==> src/rtl/seven_seg_pkg.sv <==
// ---------------------------------------------------------------------------
// seven_seg_pkg
//
// Shared constants for the multiplexed seven-segment scan controller.
//   BCD_BLANK   : nibble that the downstream decoder renders as all segments off
//   STATE_BLANK : scan phase with every anode released
//   STATE_DRIVE : scan phase with one anode pulled low
//   ANODES_OFF  : all-ones anode pattern (active-low), sliced to NUM_DIGITS
// ---------------------------------------------------------------------------
package seven_seg_pkg;

  typedef logic [3:0] bcd_t;

  localparam bcd_t BCD_BLANK = 4'hF;

  // Single-bit phase encoding keeps the state register legacy-friendly.
  localparam logic [0:0] STATE_BLANK = 1'b0;
  localparam logic [0:0] STATE_DRIVE = 1'b1;

  // Wide enough for any practical digit count; users slice the low bits.
  localparam logic [31:0] ANODES_OFF = 32'hFFFF_FFFF;

endpackage

==> src/rtl/seven_seg_scan_ctrl_if.sv <==
// ---------------------------------------------------------------------------
// seven_seg_scan_ctrl_if
//
// Bundles the control and display signals of the scan controller.
//   enable     : scanning enable (low = display dark)
//   load       : one-cycle strobe staging digits_in
//   digits_in  : 4*NUM_DIGITS BCD nibbles, digit 0 in the low nibble
//   bcd_out    : nibble toward the shared decoder
//   digit_en   : active-low anode enables, bit i drives digit i
//   pending    : staged data waits for the next frame boundary
//   frame_done : one-cycle pulse after each frame boundary
// Modports: master drives the controls, slave is the scan controller.
// ---------------------------------------------------------------------------
interface seven_seg_scan_ctrl_if #(
  parameter int NUM_DIGITS = 4
);

  logic                    enable;
  logic                    load;
  logic [4*NUM_DIGITS-1:0] digits_in;
  logic [3:0]              bcd_out;
  logic [NUM_DIGITS-1:0]   digit_en;
  logic                    pending;
  logic                    frame_done;

  modport master (
    output enable,
    output load,
    output digits_in,
    input  bcd_out,
    input  digit_en,
    input  pending,
    input  frame_done
  );

  modport slave (
    input  enable,
    input  load,
    input  digits_in,
    output bcd_out,
    output digit_en,
    output pending,
    output frame_done
  );

endinterface

==> src/rtl/scan_slot_timer.sv <==
// ---------------------------------------------------------------------------
// scan_slot_timer
//
// Decides when the current scan phase ends. A slot is BLANK_CYCLES of blank
// followed by REFRESH_DIV-BLANK_CYCLES of drive.
//   cnt_i          : slot counter, restarted at 0 at every phase change
//   phase_i        : STATE_BLANK or STATE_DRIVE
//   end_of_phase_o : high on the last cycle of the current phase
// ---------------------------------------------------------------------------
module scan_slot_timer
  import seven_seg_pkg::*;
#(
  parameter int REFRESH_DIV  = 50000,
  parameter int BLANK_CYCLES = 500,
  parameter int CNT_W        = $clog2(REFRESH_DIV)
) (
  input  logic [CNT_W-1:0] cnt_i,
  input  logic [0:0]       phase_i,
  output logic             end_of_phase_o
);

  localparam logic [CNT_W-1:0] BLANK_LAST = CNT_W'(BLANK_CYCLES - 1);
  localparam logic [CNT_W-1:0] DRIVE_LAST = CNT_W'(REFRESH_DIV - BLANK_CYCLES - 1);

  // The counter restarts on every phase change, so each phase only needs to
  // recognise its own final count.
  always_comb begin
    end_of_phase_o = 1'b0;
    if (phase_i == STATE_BLANK) begin
      end_of_phase_o = (cnt_i == BLANK_LAST);
    end else begin
      end_of_phase_o = (cnt_i == DRIVE_LAST);
    end
  end

endmodule

==> src/rtl/seven_seg_scan_ctrl.sv <==
// ---------------------------------------------------------------------------
// seven_seg_scan_ctrl
//
// Time-multiplexed scan controller for NUM_DIGITS common-anode digits that
// share one BCD-to-7-segment decoder. New values are staged by a load strobe
// and copied into the displayed shadow buffer only at frame boundaries, so a
// frame never mixes old and new digits.
//   clk   : system clock
//   reset : asynchronous, active-high reset
//   bus   : seven_seg_scan_ctrl_if.slave (enable, load, digits_in inputs;
//           bcd_out, digit_en, pending, frame_done registered outputs)
// ---------------------------------------------------------------------------
module seven_seg_scan_ctrl
  import seven_seg_pkg::*;
#(
  parameter int NUM_DIGITS   = 4,
  parameter int REFRESH_DIV  = 50000,
  parameter int BLANK_CYCLES = 500
) (
  input  logic                  clk,
  input  logic                  reset,
  seven_seg_scan_ctrl_if.slave  bus
);

  localparam int CNT_W = $clog2(REFRESH_DIV);
  localparam int IDX_W = ($clog2(NUM_DIGITS) > 1) ? $clog2(NUM_DIGITS) : 1;
  localparam int BUF_W = 4 * NUM_DIGITS;

  localparam logic [IDX_W-1:0]      LAST_IDX   = IDX_W'(NUM_DIGITS - 1);
  localparam logic [NUM_DIGITS-1:0] ALL_OFF    = ANODES_OFF[NUM_DIGITS-1:0];
  localparam logic [BUF_W-1:0]      BLANK_BUF  = {NUM_DIGITS{BCD_BLANK}};

  logic [0:0]            state_q, state_d;
  logic [CNT_W-1:0]      cnt_q, cnt_d;
  logic [IDX_W-1:0]      idx_q, idx_d;
  logic [BUF_W-1:0]      staging_q, staging_d;
  logic [BUF_W-1:0]      shadow_q, shadow_d;
  logic                  pending_q, pending_d;
  logic                  frame_done_q, frame_done_d;
  logic [3:0]            bcd_out_q, bcd_out_d;
  logic [NUM_DIGITS-1:0] digit_en_q, digit_en_d;

  logic                  end_of_phase;
  logic                  boundary;
  logic [3:0]            shadow_nibble;

  scan_slot_timer #(
    .REFRESH_DIV  (REFRESH_DIV),
    .BLANK_CYCLES (BLANK_CYCLES),
    .CNT_W        (CNT_W)
  ) u_timer (
    .cnt_i          (cnt_q),
    .phase_i        (state_q),
    .end_of_phase_o (end_of_phase)
  );

  // Scan sequencing. Enable low parks the scanner at digit 0 in BLANK and is
  // treated as a frame boundary on every edge, so staged data still commits
  // while the display is dark.
  always_comb begin
    state_d  = state_q;
    cnt_d    = cnt_q + CNT_W'(1);
    idx_d    = idx_q;
    boundary = 1'b0;
    if (!bus.enable) begin
      state_d  = STATE_BLANK;
      cnt_d    = '0;
      idx_d    = '0;
      boundary = 1'b1;
    end else if (end_of_phase) begin
      cnt_d = '0;
      if (state_q == STATE_BLANK) begin
        state_d = STATE_DRIVE;
      end else begin
        state_d = STATE_BLANK;
        if (idx_q == LAST_IDX) begin
          idx_d    = '0;
          boundary = 1'b1;
        end else begin
          idx_d = idx_q + IDX_W'(1);
        end
      end
    end
  end

  // Buffer handling. The commit uses the staging value from before this edge,
  // so a load landing on the boundary edge is kept pending for the next frame
  // instead of being displayed early.
  always_comb begin
    staging_d    = staging_q;
    shadow_d     = shadow_q;
    pending_d    = pending_q;
    frame_done_d = boundary;
    if (boundary && pending_q) begin
      shadow_d  = staging_q;
      pending_d = 1'b0;
    end
    if (bus.load) begin
      staging_d = bus.digits_in;
      pending_d = 1'b1;
    end
  end

  // Pick the nibble for the upcoming digit from the next-state shadow so the
  // registered outputs line up with the state register without extra latency.
  always_comb begin
    shadow_nibble = BCD_BLANK;
    for (int i = 0; i < NUM_DIGITS; i++) begin
      if (idx_d == IDX_W'(i)) begin
        shadow_nibble = shadow_d[4*i +: 4];
      end
    end
  end

  // Output decode from next state: blank everything in BLANK, otherwise pull
  // exactly one anode low and present its nibble.
  always_comb begin
    bcd_out_d  = BCD_BLANK;
    digit_en_d = ALL_OFF;
    if (state_d == STATE_DRIVE) begin
      bcd_out_d = shadow_nibble;
      for (int i = 0; i < NUM_DIGITS; i++) begin
        if (idx_d == IDX_W'(i)) begin
          digit_en_d[i] = 1'b0;
        end
      end
    end
  end

  // All state and output registers share the asynchronous reset so the
  // display goes dark the moment reset is asserted.
  always_ff @(posedge clk or posedge reset) begin
    if (reset) begin
      state_q      <= STATE_BLANK;
      cnt_q        <= '0;
      idx_q        <= '0;
      staging_q    <= BLANK_BUF;
      shadow_q     <= BLANK_BUF;
      pending_q    <= 1'b0;
      frame_done_q <= 1'b0;
      bcd_out_q    <= BCD_BLANK;
      digit_en_q   <= ALL_OFF;
    end else begin
      state_q      <= state_d;
      cnt_q        <= cnt_d;
      idx_q        <= idx_d;
      staging_q    <= staging_d;
      shadow_q     <= shadow_d;
      pending_q    <= pending_d;
      frame_done_q <= frame_done_d;
      bcd_out_q    <= bcd_out_d;
      digit_en_q   <= digit_en_d;
    end
  end

  assign bus.bcd_out    = bcd_out_q;
  assign bus.digit_en   = digit_en_q;
  assign bus.pending    = pending_q;
  assign bus.frame_done = frame_done_q;

endmodule

==> src/flat_wrapper.sv <==
// flat-port wrapper written by rule: the top's interface ports become plain ports
module seven_seg_scan_ctrl_flat import seven_seg_pkg::*;
#(
  parameter int NUM_DIGITS   = 4,
  parameter int REFRESH_DIV  = 50000,
  parameter int BLANK_CYCLES = 500
)
  (clk, reset, bus_enable, bus_load, bus_digits_in, bus_bcd_out, bus_digit_en, bus_pending, bus_frame_done);
  seven_seg_scan_ctrl_if #(.NUM_DIGITS(NUM_DIGITS)) bus_i ();
  input  logic clk;
  input  logic reset;
  input wire logic [$bits(bus_i.enable)-1:0] bus_enable;
  input wire logic [$bits(bus_i.load)-1:0] bus_load;
  input wire logic [$bits(bus_i.digits_in)-1:0] bus_digits_in;
  output wire logic [$bits(bus_i.bcd_out)-1:0] bus_bcd_out;
  output wire logic [$bits(bus_i.digit_en)-1:0] bus_digit_en;
  output wire logic [$bits(bus_i.pending)-1:0] bus_pending;
  output wire logic [$bits(bus_i.frame_done)-1:0] bus_frame_done;
  assign bus_i.enable = bus_enable;
  assign bus_i.load = bus_load;
  assign bus_i.digits_in = bus_digits_in;
  assign bus_bcd_out = bus_i.bcd_out;
  assign bus_digit_en = bus_i.digit_en;
  assign bus_pending = bus_i.pending;
  assign bus_frame_done = bus_i.frame_done;
  seven_seg_scan_ctrl #(.NUM_DIGITS(NUM_DIGITS), .REFRESH_DIV(REFRESH_DIV), .BLANK_CYCLES(BLANK_CYCLES)) u_core (.clk(clk), .reset(reset), .bus(bus_i));
endmodule
==> config.mk <==
export PLATFORM = sky130hd
export DESIGN_NAME = seven_seg_scan_ctrl_flat
export DESIGN_NICKNAME = d
export VERILOG_FILES = /design/src/rtl/seven_seg_pkg.sv /design/src/rtl/seven_seg_scan_ctrl_if.sv /design/src/rtl/scan_slot_timer.sv /design/src/rtl/seven_seg_scan_ctrl.sv /design/src/flat_wrapper.sv
export SDC_FILE = /design/constraint.sdc
export NUM_CORES = 1
export LEC_CHECK = 0
export ABC_AREA = 1
export CORE_AREA = 4 4 107 58
export DETAILED_ROUTE_END_ITERATION = 12
export DIE_AREA = 0 0 111 62
export PLACE_DENSITY = 0.79
export SLEW_MARGIN = 20
export SYNTH_ARGS = -nofsm -noshare
export SYNTH_HDL_FRONTEND = slang
export SYNTH_SLANG_ARGS = --single-unit
==> constraint.sdc <==
create_clock -name clk -period 3.95 [get_ports clk]
set_input_delay 0.79 -clock clk [delete_from_list [all_inputs] [get_ports clk]]
set_output_delay 0.79 -clock clk [all_outputs]
set_load 0.05 [all_outputs]
==> metrics.cfg, run 1 <==
[synthesis]
synth_edf_count=0
synthCells=371
syn_nets=393
synth_flop_cell=dfstp_2
async_flop_share_pct=100
synth.avg_cell_area_um2=8.43
yosys_register_bits=61
synth_cell_types=38
ys_seq_area_share_pct=50.4
yosysWarningCount=0
synth.cell_area_um2=3130

[cts]
path_clk_slew_ps=60
insertion_delay_ps=340
cts_resized=0
max-clock-path-buffers=2
cts_root_buf=clkbuf_8
cts_buffers=9
clock-sinks=61
h-tree-depth=3
cts_tree=yes
cts_hold_buffers=0
cts_setup_buffers=0

[detailed_routing]
drt_first_pass_iters=5
postRouteAntennaNets=0
avgRoutedWirePerCell_um=13.6
wl_mm=6.46
drtIter0Drc=186
drc_errors=0
vias=2413
vias_per_cell=5.08

[worst_setup_path]
endpoint_kind=register
critical_path_class=register to register
startpoint_type=register
slowest_stage=nand3_1
worst_path_largest_cell_delay_ps=640
path_max_fanout=23
cp_cell_sequence=ha_1 > inv_1 > nor2_1 > nand3_1 > nor2_1 > nand3_1 > nand2_2 > nand3_1 > o21ai_1 > nor2_2 > a21oi_2
worst-path-buf-inv=1
cpMostUsedCell=nand3_1
cp.required_ps=4210
cpLargestDelayFamily=simple AND/OR/NAND/NOR gates
worstPathArrival_ps=3240

[placed_design]
dp.cells=460
dp_hpwl_mm=4.69
gp_congestion=0.842
place_ws_ps=787
portBuffers=29

[die]
dieHeight_um=62
core-area_um2=5300
pin_count=30
die_w_um=111
rows=19
start_util_pct=59.0
die-area_um2=6880

[final_layout]
fill_cells=431
multiInputGateArea_um2=1220
final_nets=420
area_delta_synth_final_pct=15.2
final_util_pct=68.0
finalNonFillerCells=475
drive_gt1_share_pct=23.6
layout_commonest_cell=nand2_1
final_cell_mix=nand2_1, inv_1, dfstp_2, nor2_1, clkdlybuf4s50_1
seq_area_um2=1580
insertedDiodeCount=0

[sta]
fmaxAchievable_ghz=0.336
slew-limit-headroom_pct=36.9
fin_tns_setup_ps=0
fin_crit_ps=2970
skew_ps=8.91
period_share_pct=75.3
tightest_slew_ps=943
rsz0062_at_grt=false
setup_slack_ps=976
finalMaxSlewViolations=0
setup_violations=0
hold_viol=0

[grt]
antenna_found_initial=0
grt_max_degree=46
grt_use_total_pct=19.9
grt_pass1_vias=2035
overflow=0
grt_pass1_wl_mm=10.4

[status]
outcome=completed

[power_and_ir_drop]
power_uw=1360
ir_worst_vdd_mv=0.188
power.density_nw_per_um2=378
p_leak_uw=0.00170

[flow_run]
max_cap_viol_count=0

[min_path]
min_path_type=register to register

-- synthesized netlist by cell type, types with 3 or more instances --
library cell / number / area [µm²]
inv_1: 56 / 210
nand4_1: 14 / 87.6
nor3_1: 8 / 40.0
inv_2: 5 / 18.8
xor2_1: 3 / 26.3
dfstp_2: 40 / 1050
a21oi_2: 4 / 35.0
dfrtp_1: 21 / 526
nand3_1: 13 / 65.1
nand2_2: 7 / 43.8
buf_2: 6 / 30.0
nand2_1: 80 / 300
buf_6: 3 / 33.8
o21ai_1: 5 / 25.0
nand3_2: 6 / 60.1
nor2_2: 5 / 31.3
clkbuf_1: 5 / 18.8
nor2_1: 36 / 135
and2_1: 4 / 25.0
o21ai_0: 21 / 105
nor2_4: 3 / 33.8
a21oi_1: 4 / 20.0
nand2_4: 3 / 33.8
-- power by group --
part           total (µW)  leakage (µW)  internal (µW)  switching [µW]
clock                 484     0.0000893            257             227
combinational         158      0.000900           57.3             101
sequential            721      0.000706            705            16.5
-- metrics by stage --
stage / hold WS (ps) / instance area (µm²)
2_1_floorplan: 425 / 3130
3_3_place_gp: 451 / 3430
3_5_place_dp: 470 / 3430
4_1_cts: 479 / 3600
5_1_grt: 507 / 3600
6_report: 478 / 3600
-- layout make-up --
class / instances / share of cell area (%)
clock buffer: 13 / 4.41
clock inverter: 2 / 0.278
inverter: 64 / 6.88
multi-input combinational: 232 / 33.9
sequential: 61 / 43.7
tap: 73 / 2.53
timing repair buffer: 30 / 8.26
-- layer usage --
metal  global-route usage, %  wire, µm  vias up
li1                        -         -     1216
met2                    24.9      2450       81
met1                    31.1      3410     1108
met4                    5.61        56        0
met5                       0         0        -
met3                    7.25       554        8
-- logic make-up after synthesis --
| kind of cell | after synthesis | synth area share (%) |
|---|---|---|
| buf+inv | 78 | 10.6 |
| simple gates | 186 | 29.5 |
| compound gates | 40 | 7.60 |
| fa+ha+maj | 2 | 0.800 |
| xor+xnor | 4 | 1.12 |
| flops | 61 | 50.4 |
-- path summary, 6_finish.rpt --
path | start | cells after the start | endpoint | slack (ps)
min | u_core.cnt_q[0]$_DFF_PP0_ | 1 | u_core.cnt_q[0]$_DFF_PP0_ | 480
max reg2reg | u_core.cnt_q[0]$_DFF_PP0_ | 11 | u_core.bus.bcd_out[3]$_DFF_PP1_ | 980
min reg2reg | u_core.cnt_q[0]$_DFF_PP0_ | 1 | u_core.cnt_q[0]$_DFF_PP0_ | 480
min in group asynchronous | reset | 2 | u_core.cnt_q[0]$_DFF_PP0_ | 950
max in group asynchronous | reset | 3 | u_core.shadow_q[5]$_DFF_PP1_ | 2170
max | u_core.cnt_q[0]$_DFF_PP0_ | 11 | u_core.bus.bcd_out[3]$_DFF_PP1_ | 980
-- worst register-to-register path, delay by kind of cell (launching register included) --
family          cells  cell delay, ps
simple gates        7            1600
compound gates      2             600
flops               1             380
fa+ha+maj           1             230
buf+inv             1              90
-- flip-flops by register name, summed over array words and instances, names as in the netlist --
register	flops
u_core.bus.frame_done	1
u_core.bus.bcd_out	4
u_core.state_q	1
u_core.shadow_q	16
u_core.bus.pending	1
u_core.idx_q	2
u_core.cnt_q	16
u_core.bus.digit_en	4
u_core.staging_q	16
No activity file was read; power rests on OpenSTA's default activity.
==> run 2: changes to the inputs <==
--- a/config.mk
+++ b/config.mk
@@ -6,10 +6,10 @@
 export NUM_CORES = 1
 export LEC_CHECK = 0
 export ABC_AREA = 1
-export CORE_AREA = 4 4 107 58
+export CORE_AREA = 4 4 116 63
 export DETAILED_ROUTE_END_ITERATION = 12
-export DIE_AREA = 0 0 111 62
-export PLACE_DENSITY = 0.79
+export DIE_AREA = 0 0 120 67
+export PLACE_DENSITY = 0.7
 export SLEW_MARGIN = 20
 export SYNTH_ARGS = -nofsm -noshare
 export SYNTH_HDL_FRONTEND = slang
==> constraint.sdc (replaced) <==
create_clock -name clk -period 2.5 [get_ports clk]
set_input_delay 0.5 -clock clk [delete_from_list [all_inputs] [get_ports clk]]
set_output_delay 0.5 -clock clk [all_outputs]
set_load 0.05 [all_outputs]
==> run 2 against run 1 <==
Compared with the run above:
- fmax increased by 36%
- utilization decreased by 7.8 points
- critical path type unchanged
- clock power increased to 2.7 times the previous value
- clock skew decreased by 2.2 ps
- non-clock buffer count increased by 7
- combinational power increased by 71%
- flip-flop and latch count unchanged
- sequential share of layout area decreased by 2.7 points
- cell area increased by 6.7%
- global-route usage increased by 0.078 points
- first-iteration DRC count increased by 9.7%
- largest cell class unchanged
- clock-buffer cell count unchanged
==> metrics.cfg, run 2 (synthesis results as in run 1) <==
[status]
outcome=completed  ; unchanged

[die]
core-area_um2=6380  ; was 5300 µm²
rows=21  ; was 19
die_w_um=120  ; was 111 µm
die-area_um2=8040  ; was 6880 µm²
start_util_pct=49.0  ; was 59.0%
dieHeight_um=67  ; was 62 µm
pin_count=30  ; unchanged

[cts]
clock-sinks=61  ; unchanged
cts_buffers=9  ; unchanged
h-tree-depth=3  ; unchanged
cts_tree=yes  ; unchanged
cts_hold_buffers=0  ; unchanged
cts_resized=0  ; unchanged
max-clock-path-buffers=2  ; unchanged
insertion_delay_ps=330  ; was 340 ps
cts_root_buf=clkbuf_16  ; was clkbuf_8
cts_setup_buffers=0  ; unchanged
path_clk_slew_ps=50  ; was 60 ps

[detailed_routing]
vias=2396  ; was 2,413
postRouteAntennaNets=0  ; unchanged
vias_per_cell=4.77  ; was 5.08
avgRoutedWirePerCell_um=13.8  ; was 13.6 µm
drtIter0Drc=204  ; was 186
drc_errors=0  ; unchanged
drt_first_pass_iters=4  ; was 5
wl_mm=6.92  ; was 6.46 mm

[sta]
period_share_pct=87.5  ; was 75.3%
skew_ps=6.69  ; was 8.91 ps
fin_crit_ps=2190  ; was 2970 ps
setup_slack_ps=313  ; was 976 ps
timing.hold.ws_ps=442  ; was 478 ps
rsz0062_at_grt=false  ; unchanged
hold_viol=0  ; unchanged
fmaxAchievable_ghz=0.457  ; was 0.336 GHz
slew-limit-headroom_pct=66.3  ; was 36.9%
finalMaxSlewViolations=0  ; unchanged
tightest_slew_ps=504  ; was 943 ps
fin_tns_setup_ps=0  ; unchanged
setup_violations=0  ; unchanged

[power_and_ir_drop]
switching_power_uw=616  ; was 345 µW
switching_share_pct=22.7  ; was 25.3%
power.density_nw_per_um2=705  ; was 378 nW/µm²
power_frac_clock_pct=48.1  ; was 35.5%
ir_worst_vdd_mv=0.339  ; was 0.188 mV
pwr-share-comb_pct=10.0  ; was 11.6%
p_seq_share_pct=41.9  ; was 52.9%
p_int_uw=2100  ; was 1020 µW
p_leak_uw=0.00180  ; was 0.00170 µW

[worst_setup_path]
cpMostUsedCell=nand2_1  ; was nand3_1
startpoint_type=register  ; unchanged
cpLargestDelayFamily=simple AND/OR/NAND/NOR gates  ; unchanged
worstPathArrival_ps=2450  ; was 3240 ps
endpoint_kind=register  ; unchanged
path_max_fanout=12  ; was 23
critical_path_class=register to register  ; unchanged
cp_cell_sequence=inv_4 > nand2_1 > nand2_1 > nor2_4 > nand2_2 > nor2_4 > nand3_1 > nand3_2 > buf_4 > nand3_2 > nand2_1 > nand2_1 > a21oi_2  ; was ha_1 > inv_1 > nor2_1 > nand3_1 > nor2_1 > nand3_1 > nand2_2 > nand3_1 > o21ai_1 > nor2_2 > a21oi_2
slowest_stage=dfrtp_1  ; was nand3_1
worst-path-buf-inv=2  ; was 1
cp.required_ps=2760  ; was 4210 ps
worst_path_largest_cell_delay_ps=560  ; was 640 ps

[min_path]
min_path_type=register to register  ; unchanged

[grt]
grt_pass1_wl_mm=11.9  ; was 10.4 mm
grt_max_degree=62  ; was 46
grt_pass1_vias=2272  ; was 2,035
antenna_found_initial=0  ; unchanged
overflow=0  ; unchanged
grt_use_total_pct=19.9  ; about the same

[final_layout]
insertedDiodeCount=0  ; unchanged
layout_commonest_cell=nand2_1  ; unchanged
area_delta_synth_final_pct=22.9  ; was 15.2%
largestRegisters=u_core.cnt_q (16), u_core.shadow_q (16), u_core.staging_q (16)  ; unchanged
drive_gt1_share_pct=25.4  ; was 23.6%
finalNonFillerCells=502  ; was 475
final_cell_mix=nand2_1, inv_1, dfstp_2, nor2_1, clkdlybuf4s50_1  ; unchanged
final_util_pct=60.2  ; was 68.0%
final_nets=427  ; was 420

[placed_design]
portBuffers=29  ; unchanged
dp.cells=486  ; was 460
dp_hpwl_mm=4.98  ; was 4.69 mm
place_ws_ps=332  ; was 787 ps
gp_congestion=0.868  ; was 0.842

[flow_run]
max_cap_viol_count=0  ; unchanged

[run 2: cell types whose count changed in the layout (fill, tap and decap cells not counted)]
cell	change
clkbuf_1	-1
bufinv_16	+1
buf_12	+1
clkbuf_16	+10
clkbuf_8	-9
buf_4	+6
[run 2: worst paths after layout]
kind                                                start                                to  slack (ps)  cells after the start
worst min-delay path            u_core.cnt_q[0]$_DFF_PP0_         u_core.cnt_q[0]$_DFF_PP0_         440                      1
max in group asynchronous                           reset  u_core.bus.digit_en[2]$_DFF_PP1_        1620                      3
worst max-delay path             u_core.state_q$_DFF_PP0_   u_core.bus.bcd_out[3]$_DFF_PP1_         310                     13
worst min register to register  u_core.cnt_q[0]$_DFF_PP0_         u_core.cnt_q[0]$_DFF_PP0_         440                      1
worst max register to register   u_core.state_q$_DFF_PP0_   u_core.bus.bcd_out[3]$_DFF_PP1_         310                     13
min in group asynchronous                           reset    u_core.bus.pending$_DFFE_PP0P_         550                      3
[run 2: final cells by class]
class                           count  area (µm²)
Tap cell                           92         115
Sequential cell                    61        1580
Multi-Input combinational cell    232        1220
Inverter                           64         248
Clock buffer                       13         282
Clock inverter                      3        40.0
Timing Repair Buffer               37         363
Fill cell                         556        2540
[run 2: worst reg2reg max path: cells and delay by family, from the launching register on]
kind            cells  cell delay (ps)
flops               1              560
simple gates       10             1030
compound gates      1              160
buf+inv             2              370
[run 2: power by group through the flow]
stage,Combinational (µW),Sequential [µW],Clock (µW)
2_1_floorplan,169,1150,0
3_3_place_gp,263,1150,0
3_5_place_dp,268,1150,0
4_1_cts,271,1140,1330
5_1_grt,312,1140,1390
6_report,270,1140,1310
[run 2: layer usage]
layer | GRT usage, % | share of wire, % | vias up
li1 | - | - | 1232
met1 | 30.4 | 55 | 1097
met2 | 23.9 | 36 | 56
met3 | 8.06 | 6.5 | 11
met4 | 7.85 | 1.8 | 0
met5 | 0 | 0 | -
[run 2: per-stage QoR]
stage / power (µW) / area [µm²]
floorplan: 1320 / 3130
global placement: 1410 / 3520
detailed placement: 1420 / 3520
CTS: 2740 / 3840
global route: 2840 / 3840
finish: 2710 / 3840
